### src/rtl/cpu_pkg.sv
// Shared types for the SAP CPU control path: opcodes, microstep type and the
// control-strobe bundle produced by the sequencer.
package cpu_pkg;

    localparam int unsigned STEPS_DEFAULT = 5;
    localparam int unsigned OPW_DEFAULT   = 4;
    localparam int unsigned STEP_W        = $clog2(STEPS_DEFAULT);

    typedef logic [STEP_W-1:0] step_t;

    localparam step_t STEP_T0 = step_t'(0);
    localparam step_t STEP_T1 = step_t'(1);
    localparam step_t STEP_T2 = step_t'(2);
    localparam step_t STEP_T3 = step_t'(3);
    localparam step_t STEP_T4 = step_t'(4);

    typedef enum logic [OPW_DEFAULT-1:0] {
        NOP = 4'b0000,
        LDA = 4'b0001,
        ADD = 4'b0010,
        SUB = 4'b0011,
        STA = 4'b0100,
        LDI = 4'b0101,
        JMP = 4'b0110,
        JC  = 4'b0111,
        JZ  = 4'b1000,
        OUT = 4'b1110,
        HLT = 4'b1111
    } opcode_t;

    typedef struct packed {
        logic halt;
        logic addressWEN;
        logic ramWEN;
        logic ramREN;
        logic iWEN;
        logic iREN;
        logic aWEN;
        logic aREN;
        logic aluREN;
        logic sub;
        logic bWEN;
        logic outputWEN;
        logic pcEN;
        logic pcREN;
        logic jump;
        logic flagWEN;
    } ctrl_t;

endpackage

### src/rtl/controller_if.sv
// Sequencer <-> datapath bundle: opcode/flags in, microstep and control strobes out.
interface controller_if;
    import cpu_pkg::*;

    logic [OPW_DEFAULT-1:0] opcode;
    logic                   zero_flag;
    logic                   carry_flag;
    step_t                  step;

    logic halt;
    logic addressWEN;
    logic ramWEN;
    logic ramREN;
    logic iWEN;
    logic iREN;
    logic aWEN;
    logic aREN;
    logic aluREN;
    logic sub;
    logic bWEN;
    logic outputWEN;
    logic pcEN;
    logic pcREN;
    logic jump;
    logic flagWEN;

    modport master (
        input  opcode, zero_flag, carry_flag,
        output step, halt, addressWEN, ramWEN, ramREN, iWEN, iREN, aWEN, aREN,
               aluREN, sub, bWEN, outputWEN, pcEN, pcREN, jump, flagWEN
    );

    modport slave (
        output opcode, zero_flag, carry_flag,
        input  step, halt, addressWEN, ramWEN, ramREN, iWEN, iREN, aWEN, aREN,
               aluREN, sub, bWEN, outputWEN, pcEN, pcREN, jump, flagWEN
    );

endinterface

### src/rtl/control_rom.sv
// Combinational microcode: (opcode, step, flags) -> control strobes, plus a flag
// marking the last non-empty step of the current instruction.
module control_rom
    import cpu_pkg::*;
#(
    parameter int unsigned OPW = OPW_DEFAULT
) (
    input  logic [OPW-1:0] opcode,
    input  step_t          step,
    input  logic           zero,
    input  logic           carry,
    output ctrl_t          ctrl,
    output logic           lastStep
);

    opcode_t op;

    assign op = opcode_t'(opcode);

    always_comb begin
        ctrl     = '0;
        lastStep = 1'b0;

        // Fetch is shared by every opcode, including undefined ones.
        if (step == STEP_T0) begin
            ctrl.pcREN      = 1'b1;
            ctrl.addressWEN = 1'b1;
        end else if (step == STEP_T1) begin
            ctrl.ramREN = 1'b1;
            ctrl.iWEN   = 1'b1;
            ctrl.pcEN   = 1'b1;
        end

        case (op)
            LDA: begin
                if (step == STEP_T2) begin
                    ctrl.iREN       = 1'b1;
                    ctrl.addressWEN = 1'b1;
                end
                if (step == STEP_T3) begin
                    ctrl.ramREN = 1'b1;
                    ctrl.aWEN   = 1'b1;
                end
                lastStep = (step == STEP_T3);
            end
            ADD, SUB: begin
                if (step == STEP_T2) begin
                    ctrl.iREN       = 1'b1;
                    ctrl.addressWEN = 1'b1;
                end
                if (step == STEP_T3) begin
                    ctrl.ramREN = 1'b1;
                    ctrl.bWEN   = 1'b1;
                end
                if (step == STEP_T4) begin
                    ctrl.aluREN  = 1'b1;
                    ctrl.aWEN    = 1'b1;
                    ctrl.flagWEN = 1'b1;
                    ctrl.sub     = (op == SUB);
                end
                lastStep = (step == STEP_T4);
            end
            STA: begin
                if (step == STEP_T2) begin
                    ctrl.iREN       = 1'b1;
                    ctrl.addressWEN = 1'b1;
                end
                if (step == STEP_T3) begin
                    ctrl.aREN   = 1'b1;
                    ctrl.ramWEN = 1'b1;
                end
                lastStep = (step == STEP_T3);
            end
            LDI: begin
                if (step == STEP_T2) begin
                    ctrl.iREN = 1'b1;
                    ctrl.aWEN = 1'b1;
                end
                lastStep = (step == STEP_T2);
            end
            JMP: begin
                if (step == STEP_T2) begin
                    ctrl.iREN = 1'b1;
                    ctrl.jump = 1'b1;
                end
                lastStep = (step == STEP_T2);
            end
            JC: begin
                if (step == STEP_T2) begin
                    ctrl.iREN = 1'b1;
                    ctrl.jump = carry;
                end
                lastStep = (step == STEP_T2);
            end
            JZ: begin
                if (step == STEP_T2) begin
                    ctrl.iREN = 1'b1;
                    ctrl.jump = zero;
                end
                lastStep = (step == STEP_T2);
            end
            OUT: begin
                if (step == STEP_T2) begin
                    ctrl.aREN      = 1'b1;
                    ctrl.outputWEN = 1'b1;
                end
                lastStep = (step == STEP_T2);
            end
            HLT: begin
                if (step == STEP_T2) begin
                    ctrl.halt = 1'b1;
                end
                lastStep = (step == STEP_T2);
            end
            default: begin
                lastStep = (step == STEP_T1);
            end
        endcase
    end

endmodule

### src/rtl/control_sequencer.sv
// SAP CPU microcode sequencer: microstep counter, halt latch and strobe gating.
// Define EARLY_STEP_RESET_EN to end each instruction after its last non-empty step.
module control_sequencer
    import cpu_pkg::*;
#(
    parameter int unsigned STEPS = STEPS_DEFAULT,
    parameter int unsigned OPW   = OPW_DEFAULT
) (
    input  logic         CLK,
    input  logic         RST,
    controller_if.master bus
);

    localparam step_t LAST_STEP = step_t'(STEPS - 1);

    step_t  stepQ;
    step_t  stepNext;
    logic   halted;
    logic   haltNow;
    logic   lastStep;
    ctrl_t  romCtrl;
    ctrl_t  ctrl;

    control_rom #(
        .OPW (OPW)
    ) u_rom (
        .opcode   (bus.opcode),
        .step     (stepQ),
        .zero     (bus.zero_flag),
        .carry    (bus.carry_flag),
        .ctrl     (romCtrl),
        .lastStep (lastStep)
    );

    // The ROM raises halt only for HLT in T2, so it doubles as the latch trigger.
    assign haltNow = romCtrl.halt && !halted;

    always_comb begin
        stepNext = stepQ;
        // Freezing on the triggering edge keeps step at T2 once halted.
        if (!halted && !haltNow) begin
`ifdef EARLY_STEP_RESET_EN
            if (lastStep || (stepQ == LAST_STEP)) begin
                stepNext = '0;
            end else begin
                stepNext = stepQ + step_t'(1);
            end
`else
            if (stepQ == LAST_STEP) begin
                stepNext = '0;
            end else begin
                stepNext = stepQ + step_t'(1);
            end
`endif
        end
    end

    always_ff @(posedge CLK or posedge RST) begin
        if (RST) begin
            stepQ  <= '0;
            halted <= 1'b0;
        end else begin
            stepQ <= stepNext;
            if (haltNow) begin
                halted <= 1'b1;
            end
        end
    end

`ifndef EARLY_STEP_RESET_EN
    logic unusedLastStep;
    assign unusedLastStep = lastStep;
`endif

    always_comb begin
        ctrl = romCtrl;
        if (halted) begin
            ctrl      = '0;
            ctrl.halt = 1'b1;
        end
    end

    assign bus.step       = stepQ;
    assign bus.halt       = ctrl.halt;
    assign bus.addressWEN = ctrl.addressWEN;
    assign bus.ramWEN     = ctrl.ramWEN;
    assign bus.ramREN     = ctrl.ramREN;
    assign bus.iWEN       = ctrl.iWEN;
    assign bus.iREN       = ctrl.iREN;
    assign bus.aWEN       = ctrl.aWEN;
    assign bus.aREN       = ctrl.aREN;
    assign bus.aluREN     = ctrl.aluREN;
    assign bus.sub        = ctrl.sub;
    assign bus.bWEN       = ctrl.bWEN;
    assign bus.outputWEN  = ctrl.outputWEN;
    assign bus.pcEN       = ctrl.pcEN;
    assign bus.pcREN      = ctrl.pcREN;
    assign bus.jump       = ctrl.jump;
    assign bus.flagWEN    = ctrl.flagWEN;

endmodule

### src/flat_wrapper.sv
// flat-port wrapper written by rule: the top's interface ports become plain ports
module control_sequencer_flat import cpu_pkg::*;
#(
    parameter int unsigned STEPS = STEPS_DEFAULT,
    parameter int unsigned OPW   = OPW_DEFAULT
)
  (CLK, RST, bus_opcode, bus_zero_flag, bus_carry_flag, bus_step, bus_halt, bus_addressWEN, bus_ramWEN, bus_ramREN, bus_iWEN, bus_iREN, bus_aWEN, bus_aREN, bus_aluREN, bus_sub, bus_bWEN, bus_outputWEN, bus_pcEN, bus_pcREN, bus_jump, bus_flagWEN);
  controller_if bus_i ();
  input  logic CLK;
  input  logic RST;
  input wire logic [$bits(bus_i.opcode)-1:0] bus_opcode;
  input wire logic [$bits(bus_i.zero_flag)-1:0] bus_zero_flag;
  input wire logic [$bits(bus_i.carry_flag)-1:0] bus_carry_flag;
  output wire logic [$bits(bus_i.step)-1:0] bus_step;
  output wire logic [$bits(bus_i.halt)-1:0] bus_halt;
  output wire logic [$bits(bus_i.addressWEN)-1:0] bus_addressWEN;
  output wire logic [$bits(bus_i.ramWEN)-1:0] bus_ramWEN;
  output wire logic [$bits(bus_i.ramREN)-1:0] bus_ramREN;
  output wire logic [$bits(bus_i.iWEN)-1:0] bus_iWEN;
  output wire logic [$bits(bus_i.iREN)-1:0] bus_iREN;
  output wire logic [$bits(bus_i.aWEN)-1:0] bus_aWEN;
  output wire logic [$bits(bus_i.aREN)-1:0] bus_aREN;
  output wire logic [$bits(bus_i.aluREN)-1:0] bus_aluREN;
  output wire logic [$bits(bus_i.sub)-1:0] bus_sub;
  output wire logic [$bits(bus_i.bWEN)-1:0] bus_bWEN;
  output wire logic [$bits(bus_i.outputWEN)-1:0] bus_outputWEN;
  output wire logic [$bits(bus_i.pcEN)-1:0] bus_pcEN;
  output wire logic [$bits(bus_i.pcREN)-1:0] bus_pcREN;
  output wire logic [$bits(bus_i.jump)-1:0] bus_jump;
  output wire logic [$bits(bus_i.flagWEN)-1:0] bus_flagWEN;
  assign bus_i.opcode = bus_opcode;
  assign bus_i.zero_flag = bus_zero_flag;
  assign bus_i.carry_flag = bus_carry_flag;
  assign bus_step = bus_i.step;
  assign bus_halt = bus_i.halt;
  assign bus_addressWEN = bus_i.addressWEN;
  assign bus_ramWEN = bus_i.ramWEN;
  assign bus_ramREN = bus_i.ramREN;
  assign bus_iWEN = bus_i.iWEN;
  assign bus_iREN = bus_i.iREN;
  assign bus_aWEN = bus_i.aWEN;
  assign bus_aREN = bus_i.aREN;
  assign bus_aluREN = bus_i.aluREN;
  assign bus_sub = bus_i.sub;
  assign bus_bWEN = bus_i.bWEN;
  assign bus_outputWEN = bus_i.outputWEN;
  assign bus_pcEN = bus_i.pcEN;
  assign bus_pcREN = bus_i.pcREN;
  assign bus_jump = bus_i.jump;
  assign bus_flagWEN = bus_i.flagWEN;
  control_sequencer #(.STEPS(STEPS), .OPW(OPW)) u_core (.CLK(CLK), .RST(RST), .bus(bus_i));
endmodule
### config.mk
export PLATFORM = sky130hd
export DESIGN_NAME = control_sequencer_flat
export DESIGN_NICKNAME = d
export VERILOG_FILES = /design/src/rtl/cpu_pkg.sv /design/src/rtl/controller_if.sv /design/src/rtl/control_rom.sv /design/src/rtl/control_sequencer.sv /design/src/flat_wrapper.sv
export SDC_FILE = /design/constraint.sdc
export NUM_CORES = 1
export LEC_CHECK = 0
export ABC_AREA = 1
export BUFFER_PORTS_ARGS = -buffer_cell sky130_fd_sc_hd__buf_2
export CAP_MARGIN = 20
export CORE_ASPECT_RATIO = 0.9
export CORE_MARGIN = 8
export CORE_UTILIZATION = 35
export DETAILED_ROUTE_END_ITERATION = 6
export GPL_TIMING_DRIVEN = 0
export PLACE_DENSITY = 0.67
export SLEW_MARGIN = 25
export SYNTH_ARGS = -nofsm -noshare
export SYNTH_HDL_FRONTEND = slang
export SYNTH_SLANG_ARGS = --single-unit
### constraint.sdc
create_clock -name CLK -period 1.4 [get_ports CLK]
set_input_delay 0.35 -clock CLK [delete_from_list [all_inputs] [get_ports CLK]]
set_output_delay 0.35 -clock CLK [all_outputs]
set_load 0.02 [all_outputs]
==> results.txt, run 1 <==
----------------------------------------------------
[Synthesis]
  Syn nets ... 100
  Most instantiated library cell after synthesis ... sky130_fd_sc_hd__nand2_1
  Syn Area/Cell ... 6.30 µm²
  Cell count after synthesis ... 87
  Share of async-settable or async-resettable flops after synthesis ... 100%
  Register area share after synthesis ... 18.3%
  Proportion of netlist area held by the largest area contributor ... 18.3%
  Synth unique cells ... 21
  Largest family of logic cells by synthesized area ... simple AND/OR/NAND/NOR gates
  Synth Area in XOR/XNOR ... 0%
  Total number of yosys warnings ... 0
  Simple-gate portion of the synthesized area ... 47.9%
  Top area cells in the synthesized netlist ... sky130_fd_sc_hd__dfrtp_1, sky130_fd_sc_hd__nand2_1, sky130_fd_sc_hd__ha_1, sky130_fd_sc_hd__nor2_1, sky130_fd_sc_hd__inv_1
  Mux contribution to synthesized area ... 0%
  Top flip-flop cell by instance count after synthesis ... sky130_fd_sc_hd__dfrtp_1
  Count of flip-flops with a built-in enable after synthesis ... 0
  Combined area of all synthesized cells ... 548 µm²
  Count of state elements after synthesis ... 4
  Complex-gate fraction of the synthesized area ... 6.85%
  Post-synthesis cell type with the largest combined area ... sky130_fd_sc_hd__dfrtp_1
  List of most frequent post-synthesis cells ... sky130_fd_sc_hd__nand2_1, sky130_fd_sc_hd__nor2_1, sky130_fd_sc_hd__inv_1, sky130_fd_sc_hd__nand3_1
  Share of synthesized cell area in full adder, half adder and majority cells ... 11.4%

[Run]
  Maximum capacitance violations ... 0

[Placement]
  Post-Place Setup Slack ... -0.396 ns
  Number of buffers added on ports ... 26
  Dpl hpwl ... 1.35 mm
  Weighted congestion at the end of routability-driven global placement ... 0.778
  Number of cells after detailed placement ... 128

[Route]
  Routed WL ... 2.26 mm
  Vias after detailed routing ... 750
  Routed wirelength normalized by instance count ... 15.4 µm
  Residual DRC ... 0
  Detailed-route vias per instance ... 5.10
  DRC violation total after the first TritonRoute iteration ... 6
  Number of search-and-repair iterations in the first detailed-routing pass ... 4
  Residual antenna-violating net count after detailed routing ... 0

[STA]
  Worst Clk Skew ... 0.00649 ns
  Max-slew headroom at the worst pin ... 75.3%
  Setup repair after global routing missed its margin ... true
  Tcrit/Tclk final ... 137%
  Time the final worst path needs with I/O delays and setup ... 1.92 ns
  Final count of pins violating max slew ... 0
  Transition time at the pin with the least slew margin ... 0.370 ns
  Final hold violation count ... 0
  Max Clk Rate ... 521 MHz
  Setup-failing EPs final ... 20
  Worst Setup Slack, final ... -0.518 ns

[Final layout]
  Final net count ... 146
  Count of antenna diodes in the layout ... 0
  Non-filler instance count after layout ... 147
  Final Util ... 79.7%
  Share of layout cells above drive strength 1 ... 71.2%
  Signed area change from the synthesized netlist to the final layout ... 113%

[Worst setup path]
  Critical Path Fanout Max ... 3
  Critical Path AT ... 1.57 ns
  Cell family with the largest share of critical-path delay ... buffers and inverters
  Type of destination of the critical path ... output pin
  Crit path largest cell delay ... 0.44 ns
  Critical-path cell with the highest stage delay ... sky130_fd_sc_hd__dfrtp_2
  Critical Path Start Type ... flip-flop
  Critical path, cell by cell ... inv_4, ha_4, nand2_2, inv_2, nand4_1, inv_2, buf_6, buf_6
  Required time reported for the critical path endpoint ... 1.05 ns
  Buffer and inverter count on the worst path ... 5
  Worst setup path class ... reg2out

[Global routing]
  Maximum number of pins on one net before global-route repair ... 10
  Wire length of the first global-routing pass ... 3.17 mm
  GRT Residual Overflow ... 0
  Via count of the first global-routing pass ... 749
  Initial antenna violation count ... 0
  GRT Overall Usage ... 12.9%

[Power]
  Proportion of power drawn by combinational gates ... 17.7%
  Worst vdd ir ... 0.000425 V
  Net switching power figure ... 98.2 µW
  Clock network fraction of design power ... 48.3%
  Power density over the cells ... 292 mW/mm²
  Leakage ... 0.000522 µW
  Internal Power ... 243 µW
  Share of total power consumed by net switching ... 28.8%
  Sequential share of power ... 34.0%

[Floorplan]
  Total I/O pin count ... 27
  Standard cell core area ... 0.00146 mm²
  Die Ht ... 53.5 µm
  Initial standard-cell utilization of the core ... 37.4%
  # rows ... 13
  Die area ... 0.00309 mm²
  Die Wd ... 57.7 µm

[Clocking]
  Number of sinks handled by clock tree synthesis ... 4
  Root buf cell ... sky130_fd_sc_hd__clkbuf_4
  Clock insertion delay at the later pin of the skew report ... 0.24 ns
  Clk pin slew, worst setup/hold paths ... 0.04 ns
  Clk buf depth ... 2
  Clock tree from TritonCTS ... built
  Total clock buffers created by CTS ... 3
  Number of H-tree levels ... 1

[Status]
  Outcome ... complete, but fails checks
  Violations in the final reports ... negative setup slack

[Min path]
  Hold WC Path Type ... in2async

----------------------------------------------------
==> final cells by class <==
| type | instances | area, µm² |
|---|---|---|
| tap | 15 | 18.8 |
| sequential | 4 | 104 |
| buffer | 3 | 27.5 |
| fill | 98 | 298 |
| multi-input combinational | 66 | 572 |
| inverter | 14 | 70.1 |
| timing repair buffer | 41 | 348 |
| clock buffer | 4 | 26.3 |
==> state kept, by name, indices dropped and copies added (netlist names) <==
signal,cells
u_core.halted,1
u_core.bus.step,3
==> through the flow <==
stage	TNS, ns	cell area, µm²	total power, µW	hold slack, ns
5_1_grt	-8.20	1170	362	0.573
2_1_floorplan	-2.43	656	148	0.116
3_3_place_gp	-4.18	805	168	0.227
4_1_cts	-6.32	1090	338	0.535
3_5_place_dp	-4.56	805	170	0.236
6_report	-6.95	1170	341	0.545
==> power by group through the flow <==
stage          clock network, µW  logic [µW]  registers, µW
6_report                     165        60.3            116
5_1_grt                      181        65.1            116
4_1_cts                      164        57.7            116
3_5_place_dp                   0        52.1            118
3_3_place_gp                   0        50.6            118
2_1_floorplan                  0        30.2            118
==> worst min-delay path, stage by stage <==
cell	delay, ns
sky130_fd_sc_hd__dlygate4sd3_1	0.54
sky130_fd_sc_hd__buf_2	0.12
sky130_fd_sc_hd__inv_1	0.14
==> worst paths after layout <==
check                                          startpoint                              to  slack, ns  cells after the start
max reg2reg                u_core.bus.step[1]$_DFFE_PP0P_  u_core.bus.step[2]$_DFFE_PP0P_      -0.06                     10
max                        u_core.bus.step[0]$_DFFE_PP0P_                     bus_flagWEN      -0.52                      8
min                                                   RST       u_core.halted$_DFFE_PP0P_       0.55                      3
min reg2reg                u_core.bus.step[1]$_DFFE_PP0P_  u_core.bus.step[1]$_DFFE_PP0P_       0.55                      2
max in group asynchronous                             RST  u_core.bus.step[0]$_DFFE_PP0P_       0.67                      3
min in group CLK           u_core.bus.step[1]$_DFFE_PP0P_  u_core.bus.step[1]$_DFFE_PP0P_       0.55                      2
==> layout by cell type (no fill, tap or decap) <==
cell,n
sky130_fd_sc_hd__buf_2,10
sky130_fd_sc_hd__buf_4,15
sky130_fd_sc_hd__clkbuf_4,3
sky130_fd_sc_hd__a21oi_4,3
sky130_fd_sc_hd__nor4_4,1
sky130_fd_sc_hd__nand3_1,4
sky130_fd_sc_hd__clkinv_8,1
sky130_fd_sc_hd__dlygate4sd3_1,1
sky130_fd_sc_hd__buf_6,18
sky130_fd_sc_hd__nand4_1,2
sky130_fd_sc_hd__inv_1,5
sky130_fd_sc_hd__a21oi_1,1
sky130_fd_sc_hd__ha_4,5
sky130_fd_sc_hd__nor2_4,6
sky130_fd_sc_hd__dfrtp_2,3
sky130_fd_sc_hd__inv_2,6
sky130_fd_sc_hd__o21ai_2,1
sky130_fd_sc_hd__nand2_1,15
sky130_fd_sc_hd__clkbuf_1,1
sky130_fd_sc_hd__nor3_1,1
sky130_fd_sc_hd__nand3_4,2
sky130_fd_sc_hd__nand3b_1,2
sky130_fd_sc_hd__a21oi_2,1
sky130_fd_sc_hd__inv_4,2
sky130_fd_sc_hd__nand3_2,1
sky130_fd_sc_hd__nand2_2,8
sky130_fd_sc_hd__nand2_4,2
sky130_fd_sc_hd__nor2_2,6
sky130_fd_sc_hd__nor2_1,4
sky130_fd_sc_hd__dfrtp_1,1
sky130_fd_sc_hd__o21bai_1,1
==> kinds of logic (layout without fill, tap and decap cells) <==
group           Yosys count  in the layout
compound gates            7              7
simple gates             54             54
flops                     4              4
buf+inv                  17             62
fa+ha+maj                 5              5
==> layer usage <==
metal  wire length (µm)  share of wire (%)  up-vias  track usage (%)
li1                   -                  -      366                -
met1                825                 36      355             13.2
met2               1290                 57       27             25.2
met3                139                6.1        2             4.04
met4                 10               0.44        0             3.25
met5                  0                  0        -                0
==> repair_timing <==
action,in CTS,in global routing
hold buffers,1,0
pin swaps,11,5
setup buffers,10,4
cloned,0,0
setup endpoints to repair,16,18
gates resized for setup,53,10
endpoints found under the hold margin,4,0
No activity file was read; power rests on OpenSTA's default activity.
==> run 2: changes to the inputs <==
==> constraint.sdc (replaced) <==
create_clock -name CLK -period 1.4 [get_ports CLK]
set_input_delay 0.28 -clock CLK [delete_from_list [all_inputs] [get_ports CLK]]
set_output_delay 0.28 -clock CLK [all_outputs]
set_load 0.02 [all_outputs]
==> run 2 against run 1 <==
  * The flow still finishes with violations (negative setup slack)
  * Fmax rose by 5.2%
  * Combinational power fell by 3.3%
  * Final area rose by 0.43%
  * First-iteration DRC count rose by 130%
  * Setup slack improved by 0.095 ns
  * Flip-flop and latch count did not move
  * Via count fell by 2.5%
  * Largest power group unchanged
==> results.txt, run 2 (synthesis gave the netlist of run 1 again) <==
----------------------------------------------------
[Power]
  Tot Pwr ... 332 µW (was 341 µW)
  Power density over the cells ... 283 mW/mm² (was 292 mW/mm²)
  Leakage ... 0.000546 µW (was 0.000522 µW)
  Worst vdd ir ... 0.000446 V (was 0.000425 V)

[Clocking]
  Clock insertion delay at the later pin of the skew report ... 0.24 ns (about the same)
  Root buf cell ... sky130_fd_sc_hd__clkbuf_4 (unchanged)
  Number of sinks handled by clock tree synthesis ... 4 (unchanged)
  Total clock buffers created by CTS ... 3 (unchanged)
  Clk buf depth ... 2 (unchanged)
  Number of H-tree levels ... 1 (unchanged)
  Clock tree from TritonCTS ... built (unchanged)
  Clk pin slew, worst setup/hold paths ... 0.04 ns (about the same)

[STA]
  Transition time at the pin with the least slew margin ... 0.435 ns (was 0.370 ns)
  Tcrit/Tclk final ... 130% (was 137%)
  Setup-failing EPs final ... 19 (was 20)
  Worst Clk Skew ... 0.00132 ns (was 0.00649 ns)
  Setup repair after global routing missed its margin ... true (unchanged)
  Max-slew headroom at the worst pin ... 70.9% (was 75.3%)
  Final hold slack ... 0.462 ns (was 0.545 ns)
  Final hold violation count ... 0 (unchanged)
  Worst Setup Slack, final ... -0.423 ns (was -0.518 ns)
  Time the final worst path needs with I/O delays and setup ... 1.82 ns (was 1.92 ns)
  Final count of pins violating max slew ... 0 (unchanged)
  Max Clk Rate ... 549 MHz (was 521 MHz)

[Final layout]
  Fill count ... 95 (was 98)
  Leading cell type in the layout, fill and taps excluded ... sky130_fd_sc_hd__buf_6 (unchanged)
  Signed area change from the synthesized netlist to the final layout ... 114% (was 113%)
  Final net count ... 146 (unchanged)
  Max reg flops ... 3 (unchanged)
  Top library cells by usage in the layout, fill and taps aside ... sky130_fd_sc_hd__buf_6, sky130_fd_sc_hd__nand2_1, sky130_fd_sc_hd__buf_4 (unchanged)
  Count of antenna diodes in the layout ... 0 (unchanged)
  Non-filler instance count after layout ... 147 (unchanged)
  Share of layout cells above drive strength 1 ... 68.2% (was 71.2%)

[Worst setup path]
  Depth of the worst register-to-register path ... 10 (unchanged)
  Critical Path AT ... 1.54 ns (was 1.57 ns)
  Critical Path Fanout Max ... 4 (was 3)
  Critical Path Start Type ... flip-flop (unchanged)
  Worst setup path class ... reg2out (unchanged)
  Critical path, cell by cell ... buf_6, ha_4, inv_2, nor2_4, buf_4, buf_6, nand2_4, nand2_4, buf_6 (was inv_4, ha_4, nand2_2, inv_2, nand4_1, inv_2, buf_6, buf_6)
  Required time reported for the critical path endpoint ... 1.12 ns (was 1.05 ns)
  Crit path largest cell delay ... 0.43 ns (was 0.44 ns)
  CP dominant cell by count ... sky130_fd_sc_hd__buf_6
  Critical-path cell with the highest stage delay ... sky130_fd_sc_hd__dfrtp_2 (unchanged)
  Type of destination of the critical path ... output pin (unchanged)

[Placement]
  Weighted congestion at the end of routability-driven global placement ... 0.776 (was 0.778)
  Number of cells after detailed placement ... 128 (unchanged)
  Number of buffers added on ports ... 26 (unchanged)
  Dpl hpwl ... 1.29 mm (was 1.35 mm)

[Floorplan]
  Die Ht ... 53.5 µm (unchanged)
  Die Wd ... 57.7 µm (unchanged)
  # rows ... 13 (unchanged)
  Total I/O pin count ... 27 (unchanged)
  Standard cell core area ... 0.00146 mm² (unchanged)
  Initial standard-cell utilization of the core ... 37.4% (unchanged)
  Die area ... 0.00309 mm² (unchanged)

[Global routing]
  Initial antenna violation count ... 0 (unchanged)
  GRT Residual Overflow ... 0 (unchanged)
  Wire length of the first global-routing pass ... 3.08 mm (was 3.17 mm)
  Maximum number of pins on one net before global-route repair ... 10 (unchanged)
  GRT Overall Usage ... 12.5% (was 12.9%)
  Via count of the first global-routing pass ... 739 (was 749)

[Route]
  Routed wirelength normalized by instance count ... 13.8 µm (was 15.4 µm)
  Residual DRC ... 0 (unchanged)
  DRC violation total after the first TritonRoute iteration ... 14 (was 6)
  Detailed-route vias per instance ... 4.97 (was 5.10)
  Vias after detailed routing ... 731 (was 750)
  Residual antenna-violating net count after detailed routing ... 0 (unchanged)
  Number of search-and-repair iterations in the first detailed-routing pass ... 4 (unchanged)
  Routed WL ... 2.02 mm (was 2.26 mm)

[Min path]
  Hold WC Path Type ... in2async (unchanged)

[Status]
  Violations in the final reports ... negative setup slack (unchanged)
  Outcome ... complete, but fails checks (unchanged)

[Run]
  Maximum capacitance violations ... 0 (unchanged)

----------------------------------------------------
==> run 2: cell types whose count changed in the layout (fill, tap and decap cells not counted), moves of 2 or more <==
cell / delta
sky130_fd_sc_hd__buf_4: -3
sky130_fd_sc_hd__buf_6: +2
sky130_fd_sc_hd__nand2_2: -2
sky130_fd_sc_hd__nand2_4: +2
sky130_fd_sc_hd__nor2_1: +2
sky130_fd_sc_hd__nor2_2: -2
==> run 2: cell type report <==
cell class	instances	area [µm²]	share of cell area, %
flip-flops and latches	4	104	8.87
repair buffers	41	365	31.2
inverters	14	67.6	5.77
clock buffers	4	26.3	2.24
multi-input cells	66	559	47.8
plain buffers	3	30.0	2.56
well taps	15	18.8	1.60
==> run 2: report_power, final <==
part | total, µW | switching, µW | leakage, µW | internal, µW
logic | 58.3 | 39.7 | 0.000485 | 18.5
registers | 116 | 0 | 0.0000457 | 116
clock network | 157 | 50.3 | 0.0000150 | 107
==> run 2: worst max-delay path, delay by kind of cell, from the launching register on <==
kind	cells	cell delay, ns
buffers and inverters	5	0.55
DFF	1	0.43
and+or+nand+nor	3	0.17
adders and majority gates	1	0.14
==> run 2: per-layer routing <==
layer / vias to the layer above / track usage, % / share of wire [%]
li1: 362 / - / -
met1: 334 / 13.5 / 41
met2: 35 / 24.3 / 52
met3: 0 / 3.33 / 6.9
met4: 0 / 2.44 / 0
met5: - / 0 / 0
==> run 2: path summary, 6_finish.rpt <==
path / from / end / slack, ns
hold reg to reg: u_core.bus.step[1]$_DFFE_PP0P_ / u_core.bus.step[1]$_DFFE_PP0P_ / 0.66
min in group CLK: bus_opcode[2] / u_core.halted$_DFFE_PP0P_ / 0.57
max in group asynchronous: RST / u_core.bus.step[2]$_DFFE_PP0P_ / 0.78
hold / removal: RST / u_core.bus.step[1]$_DFFE_PP0P_ / 0.46
setup / recovery: u_core.bus.step[1]$_DFFE_PP0P_ / bus_halt / -0.42
setup reg to reg: u_core.bus.step[0]$_DFFE_PP0P_ / u_core.bus.step[1]$_DFFE_PP0P_ / -0.06
==> run 2: through the flow <==
step,worst slack (ns),instance area (µm²),setup TNS (ns),utilization [%]
5_1_grt,-0.495,1170,-6.53,80.0
3_5_place_dp,-0.310,797,-3.05,54.4
6_report,-0.423,1170,-5.18,80.0
2_1_floorplan,-0.186,648,-1.45,-
3_3_place_gp,-0.302,797,-2.82,54.4
4_1_cts,-0.404,1080,-4.92,73.5
==> run 2: repair_timing <==
action                                 in CTS  in global routing
hold buffers                                1                  0
resized for setup                          46                 17
buffers inserted                           11                  3
setup endpoints to repair                  16                 19
endpoints found under the hold margin       4                  0
pin swaps                                   8                  1
gates cloned                                0                  0
==> run 3: changes to the inputs <==
--- a/config.mk
+++ b/config.mk
@@ -11,10 +11,12 @@
 export CORE_ASPECT_RATIO = 0.9
 export CORE_MARGIN = 8
 export CORE_UTILIZATION = 35
+export CTS_CLUSTER_SIZE = 16
 export DETAILED_ROUTE_END_ITERATION = 6
 export GPL_TIMING_DRIVEN = 0
-export PLACE_DENSITY = 0.67
+export PLACE_DENSITY = 0.65
 export SLEW_MARGIN = 25
 export SYNTH_ARGS = -nofsm -noshare
 export SYNTH_HDL_FRONTEND = slang
+export SYNTH_HIERARCHICAL = 1
 export SYNTH_SLANG_ARGS = --single-unit
==> constraint.sdc (replaced) <==
create_clock -name CLK -period 1.4 [get_ports CLK]
set_input_delay 0.42 -clock CLK [delete_from_list [all_inputs] [get_ports CLK]]
set_output_delay 0.42 -clock CLK [all_outputs]
set_load 0.02 [all_outputs]
==> run 3 against run 2 <==
  * The flow still finishes with violations (negative setup slack)
  * Final area increased by 2.6%
  * Synthesized cell count increased by 21%
  * Final cell count increased by 17%
  * Clock skew increased by 0.015 ns
  * Critical path depth unchanged
  * Sequential share of layout area decreased by 0.22 points
  * Die area increased by 7.1%
  * First-iteration DRC count increased by 29%
  * Largest cell class unchanged
  * Largest power group is now combinational logic
==> results.txt, run 3 <==
----------------------------------------------------
[STA]
  Final hold violation count ... 0 (unchanged)
  Max Clk Rate ... 522 MHz (was 549 MHz)
  Time the final worst path needs with I/O delays and setup ... 1.91 ns (was 1.82 ns)
  Setup tns final ... -7.57 ns (was -5.18 ns)
  Final hold slack ... 0.0624 ns (was 0.462 ns)
  Worst Clk Skew ... 0.0161 ns (was 0.00132 ns)
  Setup-failing EPs final ... 18 (was 19)
  Tcrit/Tclk final ... 137% (was 130%)
  Transition time at the pin with the least slew margin ... 0.268 ns (was 0.435 ns)
  Max-slew headroom at the worst pin ... 82.1% (was 70.9%)
  Final count of pins violating max slew ... 0 (unchanged)
  Worst Setup Slack, final ... -0.515 ns (was -0.423 ns)
  Setup repair after global routing missed its margin ... true (unchanged)

[Final layout]
  Share of layout cells above drive strength 1 ... 68.9% (was 68.2%)
  Top library cells by usage in the layout, fill and taps aside ... sky130_fd_sc_hd__buf_6, sky130_fd_sc_hd__inv_2, sky130_fd_sc_hd__nor2_4 (was sky130_fd_sc_hd__buf_6, sky130_fd_sc_hd__nand2_1, sky130_fd_sc_hd__buf_4)
  Signed area change from the synthesized netlist to the final layout ... 99.2% (was 114%)
  Area used by multi-input combinational logic ... 523 µm² (was 559 µm²)
  Count of antenna diodes in the layout ... 0 (unchanged)
  Final Util ... 72.9% (was 80.0%)
  Area taken by flip-flops and latches ... 104 µm² (unchanged)
  Final net count ... 159 (was 146)
  Fill count ... 138 (was 95)
  Non-filler instance count after layout ... 172 (was 147)
  Max reg flops ... 3 (unchanged)
  Leading cell type in the layout, fill and taps excluded ... sky130_fd_sc_hd__buf_6 (unchanged)

[Global routing]
  Maximum number of pins on one net before global-route repair ... 11 (was 10)
  Initial antenna violation count ... 0 (unchanged)
  GRT Overall Usage ... 10.5% (was 12.5%)
  Via count of the first global-routing pass ... 707 (was 739)
  Wire length of the first global-routing pass ... 2.87 mm (was 3.08 mm)
  GRT Residual Overflow ... 0 (unchanged)

[Worst setup path]
  Worst setup path class ... reg2out (unchanged)
  Critical Path AT ... 1.49 ns (was 1.54 ns)
  Required time reported for the critical path endpoint ... 0.98 ns (was 1.12 ns)
  Critical Path Start Type ... flip-flop (unchanged)
  Type of destination of the critical path ... output pin (unchanged)
  Critical Path Fanout Max ... 4 (unchanged)
  RR Startpoint ... u_core/bus.step[1]$_DFFE_PP0P_ (was u_core.bus.step[0]$_DFFE_PP0P_)
  Depth of the worst register-to-register path ... 7 (was 10)
  Endpoint of the lowest-slack register-to-register path ... u_core/bus.step[2]$_DFFE_PP0P_ (was u_core.bus.step[1]$_DFFE_PP0P_)
  FF-to-FF setup slack ... 0.03 ns (was -0.06 ns)

[Route]
  DRC violation total after the first TritonRoute iteration ... 18 (was 14)
  Routed WL ... 1.82 mm (was 2.02 mm)
  Detailed-route vias per instance ... 4.44 (was 4.97)
  Residual antenna-violating net count after detailed routing ... 0 (unchanged)
  Vias after detailed routing ... 764 (was 731)
  Residual DRC ... 0 (unchanged)
  Number of search-and-repair iterations in the first detailed-routing pass ... 4 (unchanged)
  Routed wirelength normalized by instance count ... 10.6 µm (was 13.8 µm)

[Clocking]
  Total clock buffers created by CTS ... 3 (unchanged)
  Clock tree from TritonCTS ... built (unchanged)
  Number of H-tree levels ... 1 (unchanged)
  Clock insertion delay at the later pin of the skew report ... 0.24 ns (about the same)
  Root buf cell ... sky130_fd_sc_hd__clkbuf_4 (unchanged)
  Clk buf depth ... 2 (unchanged)
  Clk pin slew, worst setup/hold paths ... 0.05 ns (was 0.04 ns)
  Number of sinks handled by clock tree synthesis ... 4 (unchanged)
  Number of hold buffers added after CTS ... 0 (was 1)

[Power]
  Worst vdd ir ... 0.00164 V (was 0.000446 V)
  Leakage ... 0.000548 µW (was 0.000546 µW)
  Power density over the cells ... 1880 mW/mm² (was 283 mW/mm²)

[Placement]
  Post-Place Setup Slack ... -0.471 ns (was -0.310 ns)
  Weighted congestion at the end of routability-driven global placement ... 0.795 (was 0.776)
  Number of buffers added on ports ... 26 (unchanged)
  Dpl hpwl ... 1.29 mm (about the same)
  Number of cells after detailed placement ... 155 (was 128)

[Floorplan]
  # rows ... 14 (was 13)
  Die area ... 0.00331 mm² (was 0.00309 mm²)
  Die Wd ... 59.8 µm (was 57.7 µm)
  Die Ht ... 55.4 µm (was 53.5 µm)
  Total I/O pin count ... 27 (unchanged)
  Standard cell core area ... 0.00165 mm² (was 0.00146 mm²)
  Initial standard-cell utilization of the core ... 36.6% (was 37.4%)

[Synthesis]
  Cell count after synthesis ... 105 (was 87)
  Combined area of all synthesized cells ... 603 µm² (was 548 µm²)
  Syn nets ... 115 (was 100)
  Total number of yosys warnings ... 6 (was 0)
  Syn Area/Cell ... 5.74 µm² (was 6.30 µm²)

[Run]
  Maximum capacitance violations ... 0 (unchanged)

[Status]
  Violations in the final reports ... negative setup slack (unchanged)
  Outcome ... complete, but fails checks (unchanged)

[Min path]
  Hold WC Path Type ... in2async (unchanged)

----------------------------------------------------
## run 3: final cells by class
type,count,area share (%)
tap,24,2.50
multi-input combinational,65,43.5
sequential,4,8.65
inverter,32,10.4
clock buffer,4,2.19
buffer,4,2.81
timing repair buffer,39,29.9
## run 3: how the worst max path moves through the flow
stage / startpoint / end / slack (ns) / cells after the start
2_1_floorplan: u_core/bus.step[1]$_DFFE_PP0P_ / bus_aREN / -0.20 / 6
5_1_grt: u_core/bus.step[0]$_DFFE_PP0P_ / bus_sub / -0.63 / 8
4_1_cts: u_core/bus.step[2]$_DFFE_PP0P_ / bus_iREN / -0.52 / 6
3_5_place_dp: bus_opcode[0] / bus_addressWEN / -0.47 / 8
3_3_place_gp: bus_opcode[0] / bus_iREN / -0.47 / 8
6_report: u_core/bus.step[0]$_DFFE_PP0P_ / bus_ramREN / -0.51 / 9
## run 3: timing repair
action                                  CTS  global route
buffers inserted                          8             5
endpoints found under the setup margin   16            19
pin swaps                                 5            14
gates cloned                              0             0
resized for setup                        30            36
## run 3: metrics by stage
| step | total power [µW] | instance area [µm²] |
|---|---|---|
| after global placement | 1440 | 886 |
| after floorplan | 1200 | 726 |
| after CTS | 1900 | 1060 |
| after detailed placement | 1460 | 886 |
| after global routing | 2420 | 1200 |
| final | 2260 | 1200 |
## run 3: layer usage
metal | vias to the layer above | wire [µm] | track usage, %
met4 | 0 | 14 | 4.08
met1 | 346 | 729 | 11.5
met3 | 2 | 114 | 2.08
met2 | 23 | 962 | 18.9
li1 | 393 | - | -
met5 | - | 0 | 0
## run 3: power breakdown
part | internal (µW) | switching, µW | total (µW)
Sequential | 183 | 99.3 | 282
Combinational | 828 | 988 | 1820
Clock | 107 | 51.3 | 158
Total | 1120 | 1140 | 2260
## run 3: worst max-delay path, stage by stage, from the launching register on
cell	delay, ns
sky130_fd_sc_hd__dfrtp_2	0.43
sky130_fd_sc_hd__inv_2	0.08
sky130_fd_sc_hd__nor3_4	0.20
sky130_fd_sc_hd__inv_2	0.08
sky130_fd_sc_hd__nor2_4	0.10
sky130_fd_sc_hd__nor2_1	0.05
sky130_fd_sc_hd__nand2_1	0.08
sky130_fd_sc_hd__inv_2	0.05
sky130_fd_sc_hd__nor2_4	0.07
sky130_fd_sc_hd__buf_6	0.12
